`src/rtl/mem_copy_engine.sv`:
```
// Block-copy engine: moves len words from src to dst through a single-port
// memory, one read and one write per word, then pulses done.
module mem_copy_engine #(
  parameter int ADDR_LEN  = 8,
  parameter int WORD_SIZE = 8
) (
  input  logic                 clk,
  input  logic                 rst,
  input  logic                 start,
  input  logic [ADDR_LEN-1:0]  src_addr,
  input  logic [ADDR_LEN-1:0]  dst_addr,
  input  logic [ADDR_LEN-1:0]  len,
  output logic                 busy,
  output logic                 done,
  output logic [ADDR_LEN-1:0]  words_done,
  output logic [ADDR_LEN-1:0]  mem_addr,
  output logic                 mem_r_en,
  output logic                 mem_w_en,
  output logic [WORD_SIZE-1:0] mem_data_in,
  input  logic [WORD_SIZE-1:0] mem_data_out
);

  typedef enum logic [1:0] {
    IDLE  = 2'd0,
    READ  = 2'd1,
    WRITE = 2'd2,
    DONE  = 2'd3
  } state_e;

  state_e state_q, state_d;

  logic [ADDR_LEN-1:0]  src_q, src_d;
  logic [ADDR_LEN-1:0]  dst_q, dst_d;
  logic [ADDR_LEN-1:0]  rem_q, rem_d;
  logic [ADDR_LEN-1:0]  cnt_q, cnt_d;
  logic [WORD_SIZE-1:0] buf_q, buf_d;

  always_ff @(posedge clk or posedge rst) begin
    if (rst) begin
      state_q <= IDLE;
      src_q   <= '0;
      dst_q   <= '0;
      rem_q   <= '0;
      cnt_q   <= '0;
      buf_q   <= '0;
    end else begin
      state_q <= state_d;
      src_q   <= src_d;
      dst_q   <= dst_d;
      rem_q   <= rem_d;
      cnt_q   <= cnt_d;
      buf_q   <= buf_d;
    end
  end

  always_comb begin
    state_d = state_q;
    src_d   = src_q;
    dst_d   = dst_q;
    rem_d   = rem_q;
    cnt_d   = cnt_q;
    buf_d   = buf_q;
    unique case (state_q)
      IDLE: begin
        if (start) begin
          cnt_d = '0;
          if (len != '0) begin
            src_d   = src_addr;
            dst_d   = dst_addr;
            rem_d   = len;
            state_d = READ;
          end else begin
            state_d = DONE;
          end
        end
      end
      READ: begin
        buf_d   = mem_data_out;
        state_d = WRITE;
      end
      WRITE: begin
        src_d   = src_q + 1'b1;
        dst_d   = dst_q + 1'b1;
        rem_d   = rem_q - 1'b1;
        cnt_d   = cnt_q + 1'b1;
        state_d = (rem_q == ADDR_LEN'(1)) ? DONE : READ;
      end
      DONE: begin
        state_d = IDLE;
      end
      default: begin
        state_d = IDLE;
      end
    endcase
  end

  // Outputs decode from registered state only; no path from start.
  always_comb begin
    mem_r_en = (state_q == READ);
    mem_w_en = (state_q == WRITE);
    busy     = mem_r_en | mem_w_en;
    done     = (state_q == DONE);
    mem_addr = '0;
    if (mem_r_en) mem_addr = src_q;
    if (mem_w_en) mem_addr = dst_q;
  end

  assign mem_data_in = buf_q;
  assign words_done  = cnt_q;

endmodule

```
`config.mk`:
```
export PLATFORM = sky130hd
export DESIGN_NAME = mem_copy_engine
export DESIGN_NICKNAME = d
export VERILOG_FILES = /design/src/rtl/mem_copy_engine.sv
export SDC_FILE = /design/constraint.sdc
export NUM_CORES = 1
export LEC_CHECK = 0
export ABC_CLOCK_PERIOD_IN_PS = 2900
export CAP_MARGIN = 20
export CORE_ASPECT_RATIO = 0.5
export CORE_MARGIN = 2
export CORE_UTILIZATION = 50
export CTS_CLUSTER_DIAMETER = 80
export DETAILED_ROUTE_END_ITERATION = 10
export PLACE_DENSITY = 0.86
export REMOVE_ABC_BUFFERS = 1
export SLEW_MARGIN = 15
export SYNTH_ARGS = -nofsm -noshare
export SYNTH_HDL_FRONTEND = slang
export SYNTH_SLANG_ARGS = --single-unit
```
`constraint.sdc`:
```
create_clock -name clk -period 2.9 [get_ports clk]
set_clock_uncertainty 0.05 [all_clocks]
set_input_delay 0.87 -clock clk [delete_from_list [all_inputs] [get_ports clk]]
set_output_delay 0.87 -clock clk [all_outputs]
set_load 0.05 [all_outputs]
```
==> summary.md, run 1 <==
| Metric | Value |
|---|---|
| Status | `complete, no violations` |
| Post-synthesis sequential area ratio | `0.414` |
| Routed vias | `2429` |
| First-pass GRT wire length | `10300 um` |
| Rows | `18` |
| Max Clk Rate | `365 MHz` |
| Synth warn | `0` |
| Required @ worst endpoint | `1.98 ns` |
| Post-Synth Simple-Gate Area | `0.188` |
| IO Count | `63` |
| Layout cells sized above 1 | `0.137` |
| DRT Pass-1 Iters | `4` |
| Largest net degree at the start of global routing | `43` |
| Most frequent cells in the layout | `clkdlybuf4s50_1 (51), dfrtp_1 (42), nand2_1 (37)` |
| Later-pin clock latency in the skew report | `0.30 ns` |
| Compound-Gate Fraction of Synth Area | `0.238` |
| Total grt overflow | `0` |
| Worst Setup EP | `mem_addr[2]` |
| RR Startpoint | `state_q[0]` |
| Overall routing resource usage | `0.231` |
| Setup CP Type | `reg -> out` |
| Final ANT Viol Nets | `0` |
| Cell variety after synth | `48` |
| Crit Path Max Fanout | `7` |
| Place WS | `0.175 ns` |
| Area Growth Syn to Fin | `35.0%` |
| Netlist Area Pre-Place | `0.00254 mm^2` |
| TritonCTS clock tree | `built` |
| Number of global-route vias before repair | `2261` |
| Buffers on Ports | `62` |
| Register-to-register setup slack | `0.63 ns` |
| Final net count | `386` |
| Clock Tree Root | `clkbuf_8` |
| Final RePlAce weighted congestion | `0.859` |
| H-tree levels | `2` |
| DPL Wire Length | `4700 um` |
| Cells on worst reg2reg path | `7` |
| Commonest register cell after synthesis | `dfrtp_1` |
| Max Cap Viol | `0` |
| Syn Inst Count | `278` |
| Post-Synth XOR/XNOR Area | `0` |
| CP Launch Type | `flip-flop` |
| WHS | `0.462 ns` |
| Residual DRC | `0` |
| Die H | `54.4 um` |
| TritonCTS Buffers | `5` |
| Power, Total | `4.16 mW` |
| Post-CTS setup buffer count | `0` |
| Slack of the critical path | `0.163 ns` |
| Clk sinks | `42` |
| Crit. Startpoint | `state_q[1]` |
| Final Setup Violations | `0` |
| Final WL | `6410 um` |
| DP Area | `0.00331 mm^2` |
| Clock transition at path regs | `0.08 ns` |
| Slew HR | `0.553` |
| Reg2reg end | `dst_q[2]` |
| Fin. Hold Viols | `0` |
| Filler cells | `383` |
| Lkg Pwr | `1.40 nW` |
| Vias per inst | `5.90` |
| Initial antenna violation count | `0` |
| Most common cell after layout, fill and taps aside | `clkdlybuf4s50_1` |
| DIE AREA | `0.00569 mm^2` |
| Synth Register Bits | `42` |
| Worst slew pin tran | `0.664 ns` |
| Worst IR drop on VDD | `0.000623 V` |
| Pwr dens | `1220 mW/mm^2` |
| Number of flops mapped to enable cells by yosys | `0` |
| Design area | `0.00342 mm^2` |
| Area share of fa/ha/maj cells after synthesis | `0.0493` |
| Post-synthesis mux area share | `0.0597` |
| RSZ-0062 raised after global routing | `false` |
| Final Cycle Share | `0.944` |
| Antenna Cells | `0` |
| Mean Syn Cell Area | `9.12 um^2` |
| Area of the core | `0.00491 mm^2` |
| CP Capture Type | `output pin` |
| Initial DRC count | `121` |
| Slew Viols, Final | `0` |
| Routed len/inst | `15.6 um` |
| Fin crit period | `2.74 ns` |
| Starting Density | `0.517` |
| Arrival time at the worst endpoint | `1.82 ns` |
| Async SR Flop Fraction | `1.00` |
| Worst Hold Class | `reg -> reg` |
| Horiz. Die Dim | `105 um` |
| Largest family of logic cells by synthesized area | `compound AO/OA/AOI/OAI gates` |
| CTS Buffer Depth | `2` |
[where the power goes]
part           switching (mW)  total, mW  internal, mW
sequential              0.288       1.13         0.841
combinational            1.54       2.63          1.09
clock                   0.215      0.407         0.192
total                    2.04       4.16          2.12
[per-layer routing]
layer  track usage  share of wire
met1         0.285           0.42
met3        0.0464          0.058
met5             0              0
met2         0.419           0.51
met4        0.0844          0.012
[worst max-delay path: stages, from the launching register on]
cell and delay [ns]:
dfrtp_1 0.45, inv_1 0.14, ha_2 0.30, nor2b_1 0.25
a22o_1 0.19, buf_4 0.20
[flip-flops by register name, summed over array words and instances, names as in the netlist]
name and cells:
mem_data_in 8, state_q 2, rem_q 8, dst_q 8, words_done 8, src_q 8
[stage by stage]
step	utilization	setup TNS [ns]	cells
floorplan	-	-22.18	261
global placement	0.675	0	404
detailed placement	0.675	0	404
CTS	0.694	0	412
global route	0.697	0	412
finish	0.697	0	412
[synth_stat cells (6+ instances only)]
master     n  area share
clkbuf_1   8       0.012
and3_1     6       0.015
a21oi_1   28       0.055
nand4_1    6       0.015
o21ai_1    8       0.016
nand2_1   37       0.055
mux2_2     9       0.040
nand3_1   14       0.028
dfrtp_1   42        0.41
o22ai_1   13       0.032
nor3_1     7       0.014
o21ai_0   19       0.037
inv_1     10       0.015
ha_1      10       0.049
[what timing repair did]
item | CTS | global route
hold endpoints to repair | 0 | 0
hold buffers | 0 | 0
gates resized for setup | 0 | 3
endpoints found under the setup margin | 0 | 4
[worst min-delay path by stage]
stage	from	to	slack (ns)	cells past startpoint
floorplan	rem_q[7]	rem_q[7]	0.42	2
global placement	rem_q[7]	rem_q[7]	0.43	2
detailed placement	mem_data_in[2]	mem_data_in[2]	0.45	1
CTS	mem_data_in[2]	mem_data_in[2]	0.47	1
global route	mem_data_in[3]	mem_data_in[3]	0.47	1
finish	mem_data_in[2]	mem_data_in[2]	0.46	1
[area by class of cell]
cell class / count / area [um^2] / area share
multi-input combinational: 209 / 1370 / 0.401
sequential: 42 / 1050 / 0.307
timing repair buffer: 73 / 781 / 0.228
tap: 70 / 87.6 / 0.0256
clock buffer: 6 / 82.6 / 0.0241
inverter: 10 / 37.5 / 0.0110
clock inverter: 2 / 12.5 / 0.00365
[kinds of logic (layout without fill, tap and decap cells)]
group,Yosys count,count (layout)
and+or+nand+nor,90,90
adders and majority gates,10,10
buffers and inverters,27,91
muxes,14,14
DFF,42,42
AOI/OAI and AO/OA,95,95
Power figures use the tool's default switching activity.
==> run 2, diff against run 1 <==
- RECOVER_POWER: unset -> 50
==> summary.md, run 2 (synthesized netlist as in run 1, its figures left out) <==
| Metric | Value |
|---|---|
| Slew Viols, Final | `0 (unchanged)` |
| Starting Density | `0.517 (unchanged)` |
| Layout cells sized above 1 | `0.132 (-0.00585)` |
| DRT Pass-1 Iters | `4 (unchanged)` |
| Most common cell after layout, fill and taps aside | `clkdlybuf4s50_1` |
| Final Setup Violations | `0 (unchanged)` |
| Initial DRC count | `129 (+6.6%)` |
| Max Clk Rate | `366 MHz (+0.14%)` |
| Final WL | `6390 um (-0.22%)` |
| Final net count | `386 (unchanged)` |
| Routed len/inst | `15.5 um (-0.22%)` |
| Place WS | `0.175 ns (unchanged)` |
| Clock Tree Root | `clkbuf_8` |
| Largest net degree at the start of global routing | `43 (unchanged)` |
| Hold_buf cts | `0 (unchanged)` |
| Total grt overflow | `0 (unchanged)` |
| Cells on worst reg2reg path | `8 (+1)` |
| Setup CP Type | `reg -> out` |
| Initial antenna violation count | `0 (unchanged)` |
| Switching power | `2.04 mW (-0.11%)` |
| Clock power share | `0.098 (about the same)` |
| Residual DRC | `0 (unchanged)` |
| RSZ-0062 raised after global routing | `false` |
| Worst Hold Class | `reg -> reg` |
| Vias per inst | `5.80 (-1.7%)` |
| WHS | `0.463 ns (+0.000644 ns)` |
| Overall routing resource usage | `0.231 (unchanged)` |
| DPL Wire Length | `4700 um (unchanged)` |
| DIE AREA | `0.00569 mm^2 (unchanged)` |
| Max Cap Viol | `0 (unchanged)` |
| Final ANT Viol Nets | `0 (unchanged)` |
| Slew HR | `0.291 (-0.263)` |
| Worst IR drop on VDD | `0.000622 V (-0.12%)` |
| Routed vias | `2388 (-1.7%)` |
| Int Power | `2.11 mW (-0.52%)` |
| TritonCTS clock tree | `built` |
| IO Count | `63 (unchanged)` |
| Register area | `0.00105 mm^2 (unchanged)` |
| Multi-input logic area | `0.00137 mm^2 (unchanged)` |
| Fin crit period | `2.73 ns (-0.00377 ns)` |
| Fin. Hold Viols | `0 (unchanged)` |
| Final RePlAce weighted congestion | `0.859 (unchanged)` |
| Clk sinks | `42 (unchanged)` |
| Most frequent cells in the layout | `clkdlybuf4s50_1 (49), dfrtp_1 (42), nand2_1 (37)` |
| Logic pwr share | `0.630 (about the same)` |
| Lkg Pwr | `1.40 nW (-0.20%)` |
| Status | `complete, no violations` |
| Die H | `54.4 um (unchanged)` |
| Area Growth Syn to Fin | `34.7%` |
| First-pass GRT wire length | `10300 um (unchanged)` |
| Required @ worst endpoint | `1.98 ns (about the same)` |
| Power share of the sequential group | `0.272 (about the same)` |
| Worst slew pin tran | `1.06 ns (+0.400 ns)` |
| Hold Path Depth | `1 (unchanged)` |
| Final Cycle Share | `0.943 (-0.00130)` |
| Buffers on Ports | `62 (unchanged)` |
| CTS Buffer Depth | `2 (unchanged)` |
| Clock transition at path regs | `0.08 ns (about the same)` |
| Slack of the critical path | `0.167 ns (+0.00377 ns)` |
| Rows | `18 (unchanged)` |
| Filler cells | `386 (+0.78%)` |
| Crit Path Max Fanout | `7 (unchanged)` |
| TritonCTS Buffers | `5 (unchanged)` |
| Setup TNS | `0 ns (unchanged)` |
| H-tree levels | `2 (unchanged)` |
| Antenna Cells | `0 (unchanged)` |
| CP Capture Type | `output pin` |
| Area of the core | `0.00491 mm^2 (unchanged)` |
| Arrival time at the worst endpoint | `1.81 ns (about the same)` |
| Horiz. Die Dim | `105 um (unchanged)` |
| Sw frac | `0.491 (+0.00103)` |
| Later-pin clock latency in the skew report | `0.30 ns (about the same)` |
| CP Launch Type | `flip-flop` |
| Pwr dens | `1210 mW/mm^2 (-0.14%)` |
| Number of global-route vias before repair | `2261 (unchanged)` |
[run 2: cell count changes in the layout (fill, tap and decap cells not counted), sizes merged]
cell,delta
clkbuf,+2
dlygate4sd3,+2
clkdlybuf4s50,-2
buf,-2
[run 2: final timing paths]
path | startpoint | slack [ns] | end
max in group asynchronous | rst | 0.82 | mem_data_in[3]
setup reg to reg | state_q[0] | 0.40 | src_q[5]
hold / removal | mem_data_in[2] | 0.46 | mem_data_in[2]
min in group asynchronous | rst | 1.32 | mem_data_in[2]
hold reg to reg | mem_data_in[2] | 0.46 | mem_data_in[2]
setup / recovery | state_q[1] | 0.17 | mem_addr[2]
[run 2: cell type report]
cell class                      count  area share
Clock buffer                        6      0.0242
Clock inverter                      2     0.00366
Inverter                           10      0.0110
Multi-Input combinational cell    209       0.401
Sequential cell                    42       0.308
Tap cell                           70      0.0256
Timing Repair Buffer               73       0.227
[run 2: power by group through the flow]
stage          Clock [mW]  Combinational (mW)  Sequential [mW]
2_1_floorplan           0                1.43             1.32
3_3_place_gp            0                2.53             1.11
3_5_place_dp            0                2.59             1.13
4_1_cts             0.410                2.61             1.12
5_1_grt             0.440                2.79             1.17
6_report            0.407                2.61             1.13
[run 2: what timing repair did]
item | CTS | global route
buffers inserted | 0 | 0
endpoints found under the setup margin | 0 | 4
gates resized for setup | 0 | 3
[run 2: critical path, stage by stage, from the launching register on]
cell     delay, ns
dfrtp_1       0.45
inv_1         0.14
ha_2          0.29
nor2b_1       0.25
a22o_1        0.18
buf_4         0.20
[run 2: metal layers]
layer / part of all wire / routed length [um] / vias to the layer above / GRT usage
li1: - / - / 1159 / -
met3: 0.054 / 345 / 7 / 0.0464
met5: 0 / 0 / - / 0
met2: 0.51 / 3250 / 69 / 0.419
met1: 0.43 / 2730 / 1153 / 0.285
met4: 0.012 / 75 / 0 / 0.0844
[run 2: metrics by stage]
step / cell area, um^2 / power (mW) / util / std cells
floorplan: 2440 / 2.74 / - / 261
global placement: 3310 / 3.64 / 0.675 / 404
detailed placement: 3310 / 3.72 / 0.675 / 404
CTS: 3410 / 4.14 / 0.694 / 412
global route: 3420 / 4.40 / 0.696 / 412
finish: 3420 / 4.15 / 0.696 / 412
==> run 3, diff against run 2 <==
- CORE_UTILIZATION: 50 -> 57
- DONT_BUFFER_PORTS: unset -> 1
- PLACE_DENSITY: 0.86 -> 0.77
==> summary.md, run 3 (synthesized netlist as in run 1, its figures left out) <==
| Metric | Value |
|---|---|
| Worst Hold Class | `reg -> reg` |
| IO Count | `63 (unchanged)` |
| Max Cap Viol | `0 (unchanged)` |
| Antenna Cells | `0 (unchanged)` |
| Horiz. Die Dim | `98.3 um (-6.1%)` |
| Clock Tree Root | `clkbuf_8` |
| Slew Viols, Final | `0 (unchanged)` |
| Buffers on Ports | `0 (-100%)` |
| RSZ-0062 raised after global routing | `false` |
| Slack of the critical path | `0.172 ns (+0.00495 ns)` |
| Residual DRC | `0 (unchanged)` |
| Clock transition at path regs | `0.08 ns (about the same)` |
| Final RePlAce weighted congestion | `0.879 (+2.2%)` |
| Register-to-register setup slack | `0.22 ns (-0.18 ns)` |
| Setup TNS | `0 ns (unchanged)` |
| Arrival time at the worst endpoint | `1.81 ns (about the same)` |
| Initial DRC count | `110 (-15%)` |
| Total grt overflow | `0 (unchanged)` |
| Overall routing resource usage | `0.246 (+0.0153)` |
| H-tree levels | `2 (unchanged)` |
| Routed len/inst | `17.3 um (+12%)` |
| Rows | `17 (-1)` |
| CP Capture Type | `output pin` |
| Area Growth Syn to Fin | `8.49%` |
| Status | `complete, no violations` |
| Final Cycle Share | `0.941 (-0.00171)` |
| Worst Setup EP | `mem_addr[1]` |
| Most frequent cells in the layout | `dfrtp_1 (42), nand2_1 (37), a21oi_1 (28)` |
| Max Clk Rate | `367 MHz (+0.18%)` |
| Required @ worst endpoint | `1.98 ns (about the same)` |
| TritonCTS clock tree | `built` |
| Slew HR | `0.285 (-0.00584)` |
| First-pass GRT wire length | `9720 um (-5.7%)` |
| DPL Wire Length | `4150 um (-12%)` |
| Fin. Hold Viols | `0 (unchanged)` |
| Area of the core | `0.00434 mm^2 (-12%)` |
| Final ANT Viol Nets | `0 (unchanged)` |
| CP Launch Type | `flip-flop` |
| Number of global-route vias before repair | `2110 (-6.7%)` |
| Layout cells sized above 1 | `0.131 (-0.000837)` |
| Final Setup Violations | `0 (unchanged)` |
| Routed vias | `2175 (-8.9%)` |
| Final net count | `328 (-15%)` |
| Later-pin clock latency in the skew report | `0.30 ns (about the same)` |
| TritonCTS Buffers | `5 (unchanged)` |
| Lkg Pwr | `1.13 nW (-19%)` |
| CTS Buffer Depth | `2 (unchanged)` |
| Initial antenna violation count | `0 (unchanged)` |
| Pwr dens | `1330 mW/mm^2 (+9.8%)` |
| Worst IR drop on VDD | `0.000763 V (+23%)` |
| Hold_buf cts | `0 (unchanged)` |
| Place WS | `0.244 ns (+0.0686 ns)` |
| Cells on worst reg2reg path | `6 (-2)` |
| Largest net degree at the start of global routing | `43 (unchanged)` |
| Filler cells | `372 (-3.6%)` |
| DIE AREA | `0.00503 mm^2 (-12%)` |
| RR Startpoint | `state_q[0]` |
| Fin crit period | `2.73 ns (-0.00495 ns)` |
| Setup CP Type | `reg -> out` |
| Worst slew pin tran | `1.07 ns (+0.00876 ns)` |
| Starting Density | `0.584 (+0.0679)` |
| Vias per inst | `6.40 (+10%)` |
| DRT Pass-1 Iters | `4 (unchanged)` |
| Clk sinks | `42 (unchanged)` |
| Die H | `51.2 um (-5.9%)` |
| Crit. Startpoint | `state_q[0]` |
| Crit Path Max Fanout | `12 (+5)` |
| Core Util, Final | `0.634 (-0.0619)` |
| Most common cell after layout, fill and taps aside | `dfrtp_1` |
| Reg2reg end | `rem_q[2]` |
| Final WL | `5900 um (-7.8%)` |
-- run 3: changes by cell type in the layout (fill, tap and decap cells not counted), moves of 2 or more --
cell and change:
clkdlybuf4s50_1 -49, buf_12 -5, o21ai_0 -5, o21ai_1 +5, clkbuf_1 +2, dlygate4sd3_1 -2
-- run 3: cell type report --
class,instances,area [um^2],area share
multi-input combinational,209,1370,0.498
clock buffer,7,76.3,0.0277
inverter,10,37.5,0.0136
timing repair buffer,15,144,0.0523
sequential,42,1050,0.382
tap,57,71.3,0.0259
-- run 3: where the power goes --
group | leakage, nW | switching (mW) | total [mW] | internal, mW
clock network | 0.0383 | 0.202 | 0.368 | 0.166
logic | 0.588 | 1.17 | 1.91 | 0.734
registers | 0.507 | 0.558 | 1.39 | 0.836
total | 1.13 | 1.93 | 3.67 | 1.74
-- run 3: what timing repair did --
item | CTS | global route
setup endpoints to repair | 3 | 5
setup buffers | 0 | 1
resized for setup | 1 | 1
-- run 3: how the worst min path moves through the flow --
stage,depth (start not counted),from,to,slack [ns]
final,2,rem_q[7],rem_q[7],0.46
after global routing,1,dst_q[6],dst_q[6],0.52
after CTS,2,rem_q[7],rem_q[7],0.47
after detailed placement,2,rem_q[7],rem_q[7],0.45
after global placement,2,rem_q[7],rem_q[7],0.43
after floorplan,2,rem_q[7],rem_q[7],0.42
-- run 3: per-stage QoR --
stage	hold WS, ns	total power, mW	instance area (um^2)	std cells
2_1_floorplan	0.415	2.74	2440	261
3_5_place_dp	0.449	3.28	2660	332
6_report	0.464	3.67	2750	340
4_1_cts	0.468	3.66	2750	339
3_3_place_gp	0.431	3.21	2660	332
5_1_grt	0.519	3.93	2750	340
-- run 3: metal layers --
metal / global-route usage / part of all wire / up-vias
met4: 0.0868 / 0.014 / 0
met1: 0.307 / 0.44 / 1052
met2: 0.422 / 0.48 / 69
met5: 0 / 0 / -
li1: - / - / 1045
met3: 0.0643 / 0.069 / 9
-- run 3: worst max-delay path, stage by stage, from the launching register on --
cell	delay, ns
dfrtp_1	0.41
inv_1	0.17
ha_4	0.26
buf_4	0.27
a22o_1	0.24
buf_12	0.15
